`config.mk`:
```
export PLATFORM = sky130hd
export DESIGN_NAME = mem_access_ctrl_flat
export DESIGN_NICKNAME = d
export VERILOG_FILES = /design/src/rtl/cpu_pkg.sv /design/src/rtl/mem_access_ctrl_if.sv /design/src/rtl/mem_arb2.sv /design/src/rtl/mem_access_ctrl.sv /design/src/flat_wrapper.sv
export SDC_FILE = /design/constraint.sdc
export NUM_CORES = 1
export LEC_CHECK = 0
export BUFFER_PORTS_ARGS = -buffer_cell sky130_fd_sc_hd__buf_4
export CORE_ASPECT_RATIO = 0.9
export CORE_MARGIN = 10
export CORE_UTILIZATION = 48
export DETAILED_ROUTE_END_ITERATION = 10
export HOLD_SLACK_MARGIN = 0.12
export MAX_ROUTING_LAYER = met4
export PLACE_DENSITY = 0.8
export SYNTH_ARGS = -nofsm -noshare
export SYNTH_HDL_FRONTEND = slang
export SYNTH_SLANG_ARGS = --single-unit
```
`constraint.sdc`:
```
create_clock -name clk -period 2.69 [get_ports clk]
set_input_delay 0.538 -clock clk [delete_from_list [all_inputs] [get_ports clk]]
set_output_delay 0.538 -clock clk [all_outputs]
set_load 0.01 [all_outputs]
```
`src/rtl/cpu_pkg.sv`:
```
// Shared types for the CPU memory sequencer: default sizes, FSM state encoding,
// grant source encoding and the address range check.
package cpu_pkg;

   localparam int WORD_SIZE_DEF   = 16;
   localparam int MEMORY_SIZE_DEF = 50;

   typedef enum logic [1:0] {
      ST_IDLE   = 2'd0,
      ST_ACCESS = 2'd1,
      ST_RESP   = 2'd2
   } state_e;

   typedef enum logic {
      SRC_FETCH = 1'b0,
      SRC_DATA  = 1'b1
   } src_e;

   function automatic logic addr_in_range(input logic [31:0] addr, input int unsigned mem_size);
      return (addr < mem_size);
   endfunction

endpackage

```
`src/rtl/mem_access_ctrl_if.sv`:
```
// Core-side request/ack handshakes plus the memory port of the sequencer.
// slave = the sequencer itself, master = the core and memory around it.
interface mem_access_ctrl_if #(
   parameter int WORD_SIZE = 16
);
   logic                 i_req;
   logic [WORD_SIZE-1:0] i_addr;
   logic                 i_ack;
   logic [WORD_SIZE-1:0] i_rdata;
   logic                 d_req;
   logic                 d_we;
   logic [WORD_SIZE-1:0] d_addr;
   logic [WORD_SIZE-1:0] d_wdata;
   logic                 d_ack;
   logic [WORD_SIZE-1:0] d_rdata;
   logic                 err;
   logic                 busy;
   logic [WORD_SIZE-1:0] mem_addr;
   logic [WORD_SIZE-1:0] mem_wdata;
   logic                 mem_write;
   logic [WORD_SIZE-1:0] mem_rdata;

   modport slave (
      input  i_req, i_addr, d_req, d_we, d_addr, d_wdata, mem_rdata,
      output i_ack, i_rdata, d_ack, d_rdata, err, busy, mem_addr, mem_wdata, mem_write
   );

   modport master (
      output i_req, i_addr, d_req, d_we, d_addr, d_wdata, mem_rdata,
      input  i_ack, i_rdata, d_ack, d_rdata, err, busy, mem_addr, mem_wdata, mem_write
   );
endinterface

```
`src/rtl/mem_arb2.sv`:
```
// Two-requester arbiter: data has priority unless it won the previous grant,
// so a continuously requesting fetch port is never starved.
module mem_arb2
   import cpu_pkg::*;
(
   input  logic clk,
   input  logic reset,
   input  logic i_req,
   input  logic d_req,
   input  logic grant_en,
   output src_e gnt_src
);

   src_e last_q;
   src_e last_d;

   // Winner selection and last-grant bookkeeping
   always_comb begin
      if (d_req && (!i_req || (last_q == SRC_FETCH))) begin
         gnt_src = SRC_DATA;
      end else begin
         gnt_src = SRC_FETCH;
      end
      if (grant_en) begin
         last_d = gnt_src;
      end else begin
         last_d = last_q;
      end
   end

   // Last-grant register
   always_ff @(posedge clk or posedge reset) begin
      if (reset) begin
         last_q <= SRC_FETCH;
      end else begin
         last_q <= last_d;
      end
   end

endmodule

```
`src/rtl/mem_access_ctrl.sv`:
```
// Sequencer between core fetch/data ports and the unified memory: arbitrates,
// latches the granted transaction, inserts wait states and returns ack pulses.
module mem_access_ctrl
   import cpu_pkg::*;
#(
   parameter int WORD_SIZE   = WORD_SIZE_DEF,
   parameter int MEMORY_SIZE = MEMORY_SIZE_DEF,
   parameter int WAIT_CYCLES = 0
) (
   input  logic               clk,
   input  logic               reset,
   mem_access_ctrl_if.slave   bus
);

   localparam logic [3:0] WAIT_INIT = 4'(WAIT_CYCLES);

   state_e               state_q,     state_d;
   logic [3:0]           cnt_q,       cnt_d;
   src_e                 src_q,       src_d;
   logic                 we_q,        we_d;
   logic [WORD_SIZE-1:0] mem_addr_q,  mem_addr_d;
   logic [WORD_SIZE-1:0] mem_wdata_q, mem_wdata_d;
   logic [WORD_SIZE-1:0] i_rdata_q,   i_rdata_d;
   logic [WORD_SIZE-1:0] d_rdata_q,   d_rdata_d;
   logic                 i_ack_q,     i_ack_d;
   logic                 d_ack_q,     d_ack_d;
   logic                 err_q,       err_d;
   logic                 busy_q,      busy_d;

   logic                 grant_en_s;
   src_e                 gnt_src_s;
   logic                 in_range_s;
   logic [WORD_SIZE-1:0] rdata_s;

   mem_arb2 u_arb (
      .clk      (clk),
      .reset    (reset),
      .i_req    (bus.i_req),
      .d_req    (bus.d_req),
      .grant_en (grant_en_s),
      .gnt_src  (gnt_src_s)
   );

   assign in_range_s = addr_in_range(32'(mem_addr_q), MEMORY_SIZE);

   // Write strobe is combinational so it falls the instant reset leaves ACCESS
   assign bus.mem_write = (state_q == ST_ACCESS) && (cnt_q == 4'd0) && we_q && in_range_s;

   // Next-state logic for the grant / wait / respond sequence
   always_comb begin
      state_d     = state_q;
      cnt_d       = cnt_q;
      src_d       = src_q;
      we_d        = we_q;
      mem_addr_d  = mem_addr_q;
      mem_wdata_d = mem_wdata_q;
      i_rdata_d   = i_rdata_q;
      d_rdata_d   = d_rdata_q;
      i_ack_d     = 1'b0;
      d_ack_d     = 1'b0;
      err_d       = 1'b0;
      grant_en_s  = 1'b0;
      rdata_s     = '0;
      case (state_q)
         ST_IDLE: begin
            if (bus.i_req || bus.d_req) begin
               grant_en_s = 1'b1;
               src_d      = gnt_src_s;
               cnt_d      = WAIT_INIT;
               state_d    = ST_ACCESS;
               if (gnt_src_s == SRC_DATA) begin
                  mem_addr_d  = bus.d_addr;
                  mem_wdata_d = bus.d_wdata;
                  we_d        = bus.d_we;
               end else begin
                  mem_addr_d  = bus.i_addr;
                  mem_wdata_d = '0;
                  we_d        = 1'b0;
               end
            end else begin
               state_d = ST_IDLE;
            end
         end
         ST_ACCESS: begin
            if (cnt_q != 4'd0) begin
               cnt_d = cnt_q - 4'd1;
            end else begin
               // Stores and out-of-range loads return zero rather than memory data
               if (in_range_s && !we_q) begin
                  rdata_s = bus.mem_rdata;
               end else begin
                  rdata_s = '0;
               end
               if (src_q == SRC_DATA) begin
                  d_rdata_d = rdata_s;
                  d_ack_d   = 1'b1;
               end else begin
                  i_rdata_d = rdata_s;
                  i_ack_d   = 1'b1;
               end
               err_d   = !in_range_s;
               state_d = ST_RESP;
            end
         end
         ST_RESP: begin
            state_d = ST_IDLE;
         end
         default: begin
            state_d = ST_IDLE;
         end
      endcase
      busy_d = (state_d != ST_IDLE);
   end

   // Sequencer state and registered outputs
   always_ff @(posedge clk or posedge reset) begin
      if (reset) begin
         state_q     <= ST_IDLE;
         cnt_q       <= 4'd0;
         src_q       <= SRC_FETCH;
         we_q        <= 1'b0;
         mem_addr_q  <= '0;
         mem_wdata_q <= '0;
         i_rdata_q   <= '0;
         d_rdata_q   <= '0;
         i_ack_q     <= 1'b0;
         d_ack_q     <= 1'b0;
         err_q       <= 1'b0;
         busy_q      <= 1'b0;
      end else begin
         state_q     <= state_d;
         cnt_q       <= cnt_d;
         src_q       <= src_d;
         we_q        <= we_d;
         mem_addr_q  <= mem_addr_d;
         mem_wdata_q <= mem_wdata_d;
         i_rdata_q   <= i_rdata_d;
         d_rdata_q   <= d_rdata_d;
         i_ack_q     <= i_ack_d;
         d_ack_q     <= d_ack_d;
         err_q       <= err_d;
         busy_q      <= busy_d;
      end
   end

   assign bus.mem_addr  = mem_addr_q;
   assign bus.mem_wdata = mem_wdata_q;
   assign bus.i_rdata   = i_rdata_q;
   assign bus.d_rdata   = d_rdata_q;
   assign bus.i_ack     = i_ack_q;
   assign bus.d_ack     = d_ack_q;
   assign bus.err       = err_q;
   assign bus.busy      = busy_q;

endmodule

```
`src/flat_wrapper.sv`:
```
// flat-port wrapper written by rule: the top's interface ports become plain ports
module mem_access_ctrl_flat import cpu_pkg::*;
#(
   parameter int WORD_SIZE   = WORD_SIZE_DEF,
   parameter int MEMORY_SIZE = MEMORY_SIZE_DEF,
   parameter int WAIT_CYCLES = 0
)
  (clk, reset, bus_i_req, bus_i_addr, bus_d_req, bus_d_we, bus_d_addr, bus_d_wdata, bus_mem_rdata, bus_i_ack, bus_i_rdata, bus_d_ack, bus_d_rdata, bus_err, bus_busy, bus_mem_addr, bus_mem_wdata, bus_mem_write);
  mem_access_ctrl_if #(.WORD_SIZE(WORD_SIZE)) bus_i ();
  input  logic clk;
  input  logic reset;
  input wire logic [$bits(bus_i.i_req)-1:0] bus_i_req;
  input wire logic [$bits(bus_i.i_addr)-1:0] bus_i_addr;
  input wire logic [$bits(bus_i.d_req)-1:0] bus_d_req;
  input wire logic [$bits(bus_i.d_we)-1:0] bus_d_we;
  input wire logic [$bits(bus_i.d_addr)-1:0] bus_d_addr;
  input wire logic [$bits(bus_i.d_wdata)-1:0] bus_d_wdata;
  input wire logic [$bits(bus_i.mem_rdata)-1:0] bus_mem_rdata;
  output wire logic [$bits(bus_i.i_ack)-1:0] bus_i_ack;
  output wire logic [$bits(bus_i.i_rdata)-1:0] bus_i_rdata;
  output wire logic [$bits(bus_i.d_ack)-1:0] bus_d_ack;
  output wire logic [$bits(bus_i.d_rdata)-1:0] bus_d_rdata;
  output wire logic [$bits(bus_i.err)-1:0] bus_err;
  output wire logic [$bits(bus_i.busy)-1:0] bus_busy;
  output wire logic [$bits(bus_i.mem_addr)-1:0] bus_mem_addr;
  output wire logic [$bits(bus_i.mem_wdata)-1:0] bus_mem_wdata;
  output wire logic [$bits(bus_i.mem_write)-1:0] bus_mem_write;
  assign bus_i.i_req = bus_i_req;
  assign bus_i.i_addr = bus_i_addr;
  assign bus_i.d_req = bus_d_req;
  assign bus_i.d_we = bus_d_we;
  assign bus_i.d_addr = bus_d_addr;
  assign bus_i.d_wdata = bus_d_wdata;
  assign bus_i.mem_rdata = bus_mem_rdata;
  assign bus_i_ack = bus_i.i_ack;
  assign bus_i_rdata = bus_i.i_rdata;
  assign bus_d_ack = bus_i.d_ack;
  assign bus_d_rdata = bus_i.d_rdata;
  assign bus_err = bus_i.err;
  assign bus_busy = bus_i.busy;
  assign bus_mem_addr = bus_i.mem_addr;
  assign bus_mem_wdata = bus_i.mem_wdata;
  assign bus_mem_write = bus_i.mem_write;
  mem_access_ctrl #(.WORD_SIZE(WORD_SIZE), .MEMORY_SIZE(MEMORY_SIZE), .WAIT_CYCLES(WAIT_CYCLES)) u_core (.clk(clk), .reset(reset), .bus(bus_i));
endmodule
```
## After elaboration in Yosys (flattened, before gate mapping)

Index checks and enable logic that the tools add are counted.

| storage, ports and cells | value |
|---|---|
| bits in registers | 77 |
| bits in latches | 0 |
| bits in writable memories | 0 |
| ROM bits | 0 |
| input bits | 69 |
| output and inout port bits | 69 |
| logic and storage cells | 61 |
| memories kept | 0 |

| operators by class | value |
|---|---|
| add/subtract/negate cells | 1 |
| multipliers | 0 |
| div/mod/pow operators | 0 |
| $lt $le $gt $ge | 1 |
| equality and inequality tests | 3 |
| shift operators | 0 |
| muxes and demuxes | 21 |
| bitwise gates (word level) | 3 |
| reduce and logical (&&, ||, !) cells | 19 |

Operator list:

| operator | number |
|---|---|
| $mux W16 | 3 |
| $lt A16 B6 Y1 const B | 1 |
| $mux W1 | 13 |
| $reduce_and A3 Y1 | 3 |
| $mux W4 | 2 |
| $pmux W4 S2 | 1 |
| $logic_and A1 B1 Y1 | 5 |
| $logic_not A4 Y1 | 1 |
| $pmux W2 S2 | 1 |
| $reduce_bool A2 Y1 | 2 |
| $reduce_bool A4 Y1 | 1 |
| $sub A4 B1 Y4 const B | 1 |
| $logic_not A1 Y1 | 3 |
| $not A1 Y1 | 3 |
| $eq A2 B1 Y1 const B | 1 |
| $logic_not A2 Y1 | 1 |
| $logic_or A1 B1 Y1 | 2 |
| $mux W2 | 1 |
| $ne A2 B1 Y1 const B | 1 |
| $ne A2 B2 Y1 const B | 1 |
| $reduce_and A2 Y1 | 1 |

## Longest topological paths before layout

Gate-level depths: netlist (run 1).

| logic depth | value |
|---|---|
| depth after elaboration | 5 |
| depth in mapped cells | 7 |
| depth with buffers taken out | 5 |

## Hierarchy

Synthesis (run 1) repeated with hierarchy kept, for this count alone.

| unflattened totals | value |
|---|---|
| cells, all modules | 332 |
| area, all modules | 3,509.6 sq um |

By module, submodules not included:

| module | instances | cells each | area an instance (sq um) | seq. area each (sq um) |
|---|---|---|---|---|
| mem_access_ctrl | 1 | 328 | 3,454.6 | 1,901.8 |
| mem_arb2 | 1 | 4 | 55.1 | 25.0 |

## Least setup slack after synthesis (run 1)

OpenSTA, ideal clock, no wires.

| timing | value |
|---|---|
| path type | flip-flop to output port |
| start point | reg u_core.mem_addr_q[1] (netlist: u_core.bus.mem_addr[1]) |
| end point | out bus_mem_write |
| arrival | 1.542 ns |
| required time | 2.152 ns |
| path slack | 0.610 ns |
| stages on the path, launching flop included | 5 |
| buffers on the path | 1 |
| path through | dfrtp_1 o311ai_1 nand3_1 clkbuf_1 nor4_1 |

| on the way | value |
|---|---|
| word-level cells in the longest chain between the ends | 2 |

Ends and longest elaborated chain:

| item | line | source |
|---|---|---|
| start, declared | mem_access_ctrl.sv:21 | `logic [WORD_SIZE-1:0] mem_addr_q, mem_addr_d;` |
| start signal, assigned | mem_access_ctrl.sv:135 | `mem_addr_q <= mem_addr_d;` |
| $lt A16 B6 Y1 | cpu_pkg.sv:20 | `return (addr < mem_size);` |
| $logic_and A1 B1 Y1 | mem_access_ctrl.sv:47 | `assign bus.mem_write = (state_q == ST_ACCESS) && (cnt_q == 4'd0) && we_q && in_range_s;` |
| end, declared | flat_wrapper.sv:27 | `output wire logic [$bits(bus_i.mem_write)-1:0] bus_mem_write;` |

No other way between the ends.

## Worst setup path in the final report (run 1)

| timing | value |
|---|---|
| start point | reg u_core.cnt_q[0] |
| end point | out bus_mem_write |

| on the way | value |
|---|---|
| word-level cells in the longest chain between the ends | 4 |

Ends and longest elaborated chain:

| item | line | source |
|---|---|---|
| start, declared | mem_access_ctrl.sv:18 | `logic [3:0] cnt_q, cnt_d;` |
| start signal, assigned | mem_access_ctrl.sv:132 | `cnt_q <= cnt_d;` |
| $logic_not A4 Y1 | mem_access_ctrl.sv:47 |  |
| $logic_and A1 B1 Y1 (3 in series) | mem_access_ctrl.sv:47 |  |

No other way between the ends.

==> results.txt, run 1 <==
Inserted Clock Buffers: 9
crit path DAT: 1.90 ns
Layout area overhead: 38.08%
Die W: 107.8 um
share of layout cells above drive strength 1: 0.3879
fin crit period: 2.435 ns
slowest stage cell on the critical path: dfrtp_1
total track usage: 0.1903
Design Area, Final: 4601 um2
GRT overflow: 0
#FFs+latches synth: 76
most used cell, CP: buf_4
largest family of logic cells by synthesized area: compound AO/OA/AOI/OAI gates
Final TNS setup: 0 ns
hpwl dp: 7425 um
die height: 99.04 um
Reg2Reg Depth: 3
routed length on met1: 4256 um
routed wl met2: 4370 um
highest cell delay on the worst timing path: 0.38 ns
Crit path required time: 2.15 ns
Post-Synth Adder-Cell Area: 0.007510
final max-slew violation count: 0
fin crit share: 0.9051
post-synthesis mux area share: 0.05708
simple-gate share of the synthesized area: 0.09163
gpl congestion: 0.8905
Setup Viol. Count Final: 0
Core ar.: 6656 um2
run status: finished, final reports clean
CP Class: flop to output pin
crit path max fanout: 25
vias in the first global route: 3048
maximum VDD drop: 0.0004740 V
most common cell after layout, fill and taps aside: buf_4
met3 WL: 1143 um
Netlist Area Pre-Place: 3332 um2
Min Hold Slack: 0.3165 ns
WP buf/inv: 3
initial DRC count: 149
Leak Pwr: 2.219 nW
residual DRC count: 0
Max clock buf depth: 2
CTS HTree Levels: 3
io pins: 138
Top Metal Used: met4
Crit Reg-Reg Startpoint: u_core.cnt_q[3]
final core occ: 0.6912
Critical Path, Cell by Cell: inv_1, ha_1, nand4bb_1, buf_4, nor4_1, buf_4
# fillers: 521
commonest cells after routing, fill and taps aside: buf_4 (147), dfrtp_1 (76), o21ai_0 (61)
total power: 4.982 mW
Cells after Synth: 291
via/cell ratio: 5.591
CTS tree: done
worst-margin pin slew: 0.6970 ns
die area: 10680 um2
PostCTS Resize Cnt: 0
vias post-DR: 2896
worst min-delay path class: input port to asynchronous set/reset pin
total stage count of the critical path: 6
Sink Count: 76
r2r endpoint: u_core.bus.i_rdata[1]
Post CTS Setup Buffer Count: 0
# placed instances: 504
Sequential Area: 1902 um2
Cell Rows: 28
Mean Syn Cell Area: 11.45 um2
CP top delay family: buffers and inverters
Seq/Total Area, Yosys: 0.5708
XOR/XNOR Fraction of Synth Area: 0
largest net degree at the start of global routing: 45
synth unique cells: 33
final worst clock skew: 0.005238 ns
Power Dens Cells: 1083 nW/um2
Worst Setup End Kind: output pin
first-pass iteration count of the detailed router: 5
# Max-Cap Violations: 0
Final #Nets: 496
Final Hold Viols: 0
Reg2Reg Setup Slack: 0.78 ns
Initial Util: 0.5006
initial antenna violation count: 0
area of the multi-input gates: 1287 um2
Root Driver: clkbuf_8
Final ANT Viol Nets: 0
critical path launch point type: flop
final setup margin: 0.2552 ns
DRT Wirelength: 9869 um
RSZ-0062 raised after global routing: false
post-placement cell area: 4444 um2
first-pass GRT wire length: 15870 um
Post-Layout Cell Count: 518
I/O Buffers: 137
Mapped Nets: 362
drt wl/cell: 19.05 um
clock slew at reported path FFs: 0.07 ns
clk_lat worst skew: 0.33 ns
# hold bufs at CTS: 0
Post-Place Worst Slack: 0.6213 ns
area fraction in compound gates after synthesis: 0.2291
Yosys warnings: 0
Ant. Diodes: 0
Fmax: 0.4107 GHz
Rel. slew slack: 0.5346
-- cell type report --
| cell class | instances | area share |
|---|---|---|
| Timing Repair Buffer | 148 | 0.2442 |
| Inverter | 5 | 0.004079 |
| Multi-Input combinational cell | 185 | 0.2798 |
| Tap cell | 90 | 0.02448 |
| Sequential cell | 76 | 0.4134 |
| Clock inverter | 3 | 0.003264 |
| Clock buffer | 11 | 0.03073 |
-- flip-flops by register name (all words and copies together) (netlist names) --
signal	cells
u_core.bus.busy	1
u_core.bus.err	1
u_core.bus.d_ack	1
u_core.bus.i_rdata	16
u_core.bus.i_ack	1
u_core.bus.d_rdata	16
u_core.state_q	2
u_core.src_q	1
u_core.bus.mem_addr	16
u_core.we_q	1
u_core.bus.mem_wdata	16
u_core.cnt_q	4
-- worst max-delay path by stage --
stage | from | end | slack, ns
2_1_floorplan | reset | u_core.bus.busy | 0.21
3_3_place_gp | u_core.cnt_q[0] | bus_mem_write | 0.70
3_5_place_dp | u_core.cnt_q[0] | bus_mem_write | 0.62
4_1_cts | u_core.cnt_q[0] | bus_mem_write | 0.24
5_1_grt | u_core.cnt_q[0] | bus_mem_write | 0.14
6_report | u_core.cnt_q[0] | bus_mem_write | 0.26
-- synth_stat cells --
library cell  instances  share of area
inv_1                 5         0.0056
nand2_1               1         0.0011
nor3b_4               1         0.0056
buf_2                 3         0.0045
ha_1                  2         0.0075
or4_1                 1         0.0023
o21ai_0              61          0.092
nor3_1                2         0.0030
a21o_1                1         0.0023
nor4_1                2         0.0038
o31ai_1              32          0.072
nand4bb_1             1         0.0034
or2_1                 4         0.0075
o21ai_1               6         0.0090
buf_6                 2         0.0068
clkbuf_1             18          0.020
mux2i_1              19          0.057
nand3b_1             16          0.036
a21boi_1              1         0.0023
dfrtp_1              76           0.57
a22o_1               17          0.045
nand3_1               5         0.0075
nor4_4                1         0.0064
o311ai_1              1         0.0026
buf_8                 1         0.0045
nand2b_1              2         0.0038
nor2_1                4         0.0045
o21a_1                1         0.0023
or3b_2                1         0.0026
a211oi_1              1         0.0023
nor3b_1               1         0.0023
buf_4                 1         0.0023
nor2b_1               1         0.0019
-- cell families after synthesis --
logic type	Yosys count
AND/OR/NAND/NOR	43
multiplexers	19
buffers and inverters	30
adder cells (fa/ha/maj)	2
AO/OA/AOI/OAI	121
flip-flops	76
-- layer usage --
metal	global-route usage	vias to the layer above
met2	0.2716	177
met3	0.08594	9
met5	-	-
met4	0.04723	0
met1	0.2404	1353
li1	-	1357
-- where the power goes --
group | internal (mW) | total [mW] | switching [mW] | leakage, nW
logic | 1.07 | 2.28 | 1.20 | 1.15
registers | 1.63 | 1.99 | 0.360 | 0.983
clock network | 0.346 | 0.719 | 0.374 | 0.0848
(Power assumes the default switching activity.)
==> run 2, diff against run 1 <==
- CORE_UTILIZATION: 48 -> 44
- PLACE_DENSITY: 0.8 -> 0.76
- SYNTH_HIERARCHICAL: not set -> 1
- clock period: 2.69 -> 2 ns (I/O delays scaled with it)
==> run 2 against run 1 <==
  * Clock skew increased by 0.014 ns
  * Sequential cell count increased by 1
  * Clock power up 100%
  * Setup slack got worse by 0.24 ns
  * Area after synthesis rose by 5.3%
  * Critical path type unchanged
  * Register-to-register slack worse by 0.59 ns
  * Largest power group unchanged
  * Highest routed layer unchanged
==> results.txt, run 2 <==
final core occ: 0.6511 (-0.04002)
area fraction in compound gates after synthesis: 0.2225 (-0.006605)
Post-synth EDFFs: 0 (unchanged)
met2 Track Usage GR: 0.2585 (-0.01309)
final max-slew violation count: 0 (unchanged)
first-pass GRT wire length: 17080 um (+7.6%)
#FFs+latches synth: 77 (+1.3%)
top cells by area, synth: dfrtp_1 (55%), o21ai_0 (12%), o31ai_1 (6.8%)
Cell Rows: 30 (+7.1%)
gpl congestion: 0.8653 (-2.8%)
Root Driver: clkbuf_8
Reg2Reg Depth: 6 (+3)
I/O Buffers: 137 (unchanged)
Power Dens Cells: 1488 nW/um2 (+37%)
Seq/Total Area, Yosys: 0.5490 (-0.02177)
Worst Setup End Kind: output pin
Synth Flop Type: dfrtp_1
share of layout cells above drive strength 1: 0.3962 (+0.008376)
global route hottest layer: met2
post-synth top area share: 0.5490 (-0.02177)
fin crit period: 1.984 ns
worst min-delay path class: input port to flop
GR Util met3: 0.07261 (-0.01332)
hold depth: 3
Final Hold Viols: 0 (unchanged)
Post-Place Worst Slack: 0.2190 ns (-0.4022 ns)
final worst clock skew: 0.01910 ns (+0.01386 ns)
Initial Util: 0.4583 (-0.04223)
Core ar.: 7657 um2 (+15%)
RSZ-0062 raised after global routing: true
Critical Path, Cell by Cell: nor4_4, nand2_2, nor4_4, buf_4
largest net degree at the start of global routing: 59 (+31%)
GRT met1 Usage: 0.2197 (-0.02069)
XOR/XNOR Fraction of Synth Area: 0 (unchanged)
total track usage: 0.1766 (-0.01371)
hpwl dp: 7674 um (+3.4%)
Post-synth top cells: o21ai_0 (86), dfrtp_1 (77), o31ai_1 (32)
critical path launch point type: flop
simple-gate share of the synthesized area: 0.1048 (+0.01319)
Inserted Clock Buffers: 9 (unchanged)
Die W: 114.1 um (+5.9%)
clk_lat worst skew: 0.36 ns (+0.03 ns)
Mapped Nets: 403 (+11%)
via/cell ratio: 5.569 (-0.39%)
vias in the first global route: 3423 (+12%)
slowest stage cell on the critical path: dfrtp_1
initial antenna violation count: 0 (unchanged)
Setup Viol. Count Final: 0 (unchanged)
clock slew at reported path FFs: 0.08 ns (about the same)
# Max-Cap Violations: 0 (unchanged)
Yosys warnings: 6 (+6)
drt wl/cell: 18.67 um (-2.0%)
crit path DAT: 1.58 ns (-0.32 ns)
post-synthesis mux area share: 0.06168 (+0.004597)
die height: 104.7 um (+5.7%)
most used cell, CP: nor4_4
crit path max fanout: 2 (-92%)
highest cell delay on the worst timing path: 0.41 ns (+0.03 ns)
Fmax: 0.5039 GHz
final setup margin: 0.01561 ns (-0.2396 ns)
initial DRC count: 130 (-13%)
synth unique cells: 32 (-3.0%)
io pins: 138 (unchanged)
residual DRC count: 0 (unchanged)
Crit path required time: 1.60 ns (-0.55 ns)
CP Class: flop to output pin
CTS HTree Levels: 3 (unchanged)
Cells after Synth: 332 (+14%)
Ant. Diodes: 0 (unchanged)
Post-Layout Cell Count: 573 (+11%)
Design Area, Final: 4986 um2 (+8.4%)
maximum VDD drop: 0.0006932 V (+46%)
most common cell after layout, fill and taps aside: buf_4
run status: finished, final reports clean
first-pass iteration count of the detailed router: 4 (-1)
vias post-DR: 3191 (+10%)
fin crit share: 0.9922
Leak Pwr: 2.345 nW (+5.7%)
total stage count of the critical path: 4 (-2)
largest family of logic cells by synthesized area: compound AO/OA/AOI/OAI gates
Max clock buf depth: 2 (unchanged)
Final ANT Viol Nets: 0 (unchanged)
Netlist Area Pre-Place: 3510 um2 (+5.3%)
worst-margin pin slew: 0.6128 ns (-0.08423 ns)
post-synth top area cell: dfrtp_1
Rel. slew slack: 0.5915 (+0.05683)
Sink Count: 77 (+1.3%)
Async SR Flop Fraction: 1.000 (unchanged)
# fillers: 647 (+24%)
WP buf/inv: 1 (-2)
CTS tree: done
commonest cells after routing, fill and taps aside: buf_4 (155), o21ai_0 (86), dfrtp_1 (77)
post-placement cell area: 4621 um2 (+4.0%)
Layout area overhead: 42.07%
Post-Synth Adder-Cell Area: 0.007130 (-0.0003802)
Mean Syn Cell Area: 10.57 um2 (-7.7%)
GRT overflow: 0 (unchanged)
Min Hold Slack: 0.2889 ns (-0.02761 ns)
most frequent cell after synthesis: o21ai_0
# placed instances: 548 (+8.7%)
CP top delay family: simple AND/OR/NAND/NOR gates
Final #Nets: 543 (+9.5%)
die area: 11950 um2 (+12%)
DRT Wirelength: 10700 um (+8.4%)
## run 2: changes by cell type in the layout (fill, tap and decap cells not counted), moves of 2 or more
| cell | before | now |
|---|---|---|
| clkinv_2 | 3 | 0 |
| nor4_1 | 2 | 0 |
| nand2_1 | 1 | 17 |
| bufinv_16 | 0 | 3 |
| buf_4 | 147 | 155 |
| clkinvlp_4 | 0 | 3 |
| o21ai_0 | 61 | 86 |
| a22o_1 | 17 | 0 |
| o21ai_1 | 6 | 15 |
## run 2: worst register-to-register path: stages, from the launching register on
cell and delay (ns):
dfrtp_1 0.41, o311ai_2 0.30, nand3_2 0.17, buf_4 0.17, buf_4 0.12, buf_4 0.23
o31ai_1 0.32
## run 2: final cells by class
type,instances,area (um2),share of cell area
Clock buffer,9,123.9,0.02484
Clock inverter,7,122.6,0.02459
Inverter,7,30.03,0.006023
Multi-Input combinational cell,219,1449,0.2906
Sequential cell,77,1927,0.3864
Tap cell,96,120.1,0.02409
Timing Repair Buffer,158,1214,0.2434
## run 2: repair_timing
item / in CTS / in global routing
endpoints found under the hold margin: 19 / 0
resized for setup: 7 / 4
setup endpoints to repair: 1 / 1
hold buffers: 1 / 0
setup buffers: 3 / 5
pin swaps: 4 / 2
## run 2: logic make-up after synthesis
family,after synthesis
flip-flops,77
adder cells (fa/ha/maj),2
buffers and inverters,36
multiplexers,21
AO/OA/AOI/OAI,137
AND/OR/NAND/NOR,59
## run 2: per-layer routing
layer | routed length (um) | share of wire
met5 | 0 | 0
met4 | 153 | 0.014
met3 | 1064 | 0.099
met2 | 4925 | 0.46
met1 | 4555 | 0.43
## run 2: final timing paths
check,startpoint,to,slack (ns)
max,u_core/bus.mem_addr[10],bus_mem_write,0.02
min,bus_d_wdata[13],u_core/bus.mem_wdata[13],0.29
max reg2reg,u_core/bus.mem_addr[1],u_core/bus.i_rdata[10],0.19
min reg2reg,u_core/bus.i_rdata[5],u_core/bus.i_rdata[5],0.52
max in group asynchronous,reset,u_core/bus.d_rdata[15],0.74
min in group asynchronous,reset,u_core/u_arb/last_q,0.47
## run 2: stage by stage
step	total power, mW	TNS (ns)
5_1_grt	7.930	-0.07138
6_report	7.418	0
2_1_floorplan	4.335	0
3_3_place_gp	5.716	0
3_5_place_dp	5.828	0
4_1_cts	7.377	0
## run 2: where the power goes
group / internal (mW) / total, mW / switching, mW
sequential: 2.19 / 2.66 / 0.473
clock: 0.835 / 1.44 / 0.604
combinational: 1.54 / 3.32 / 1.78
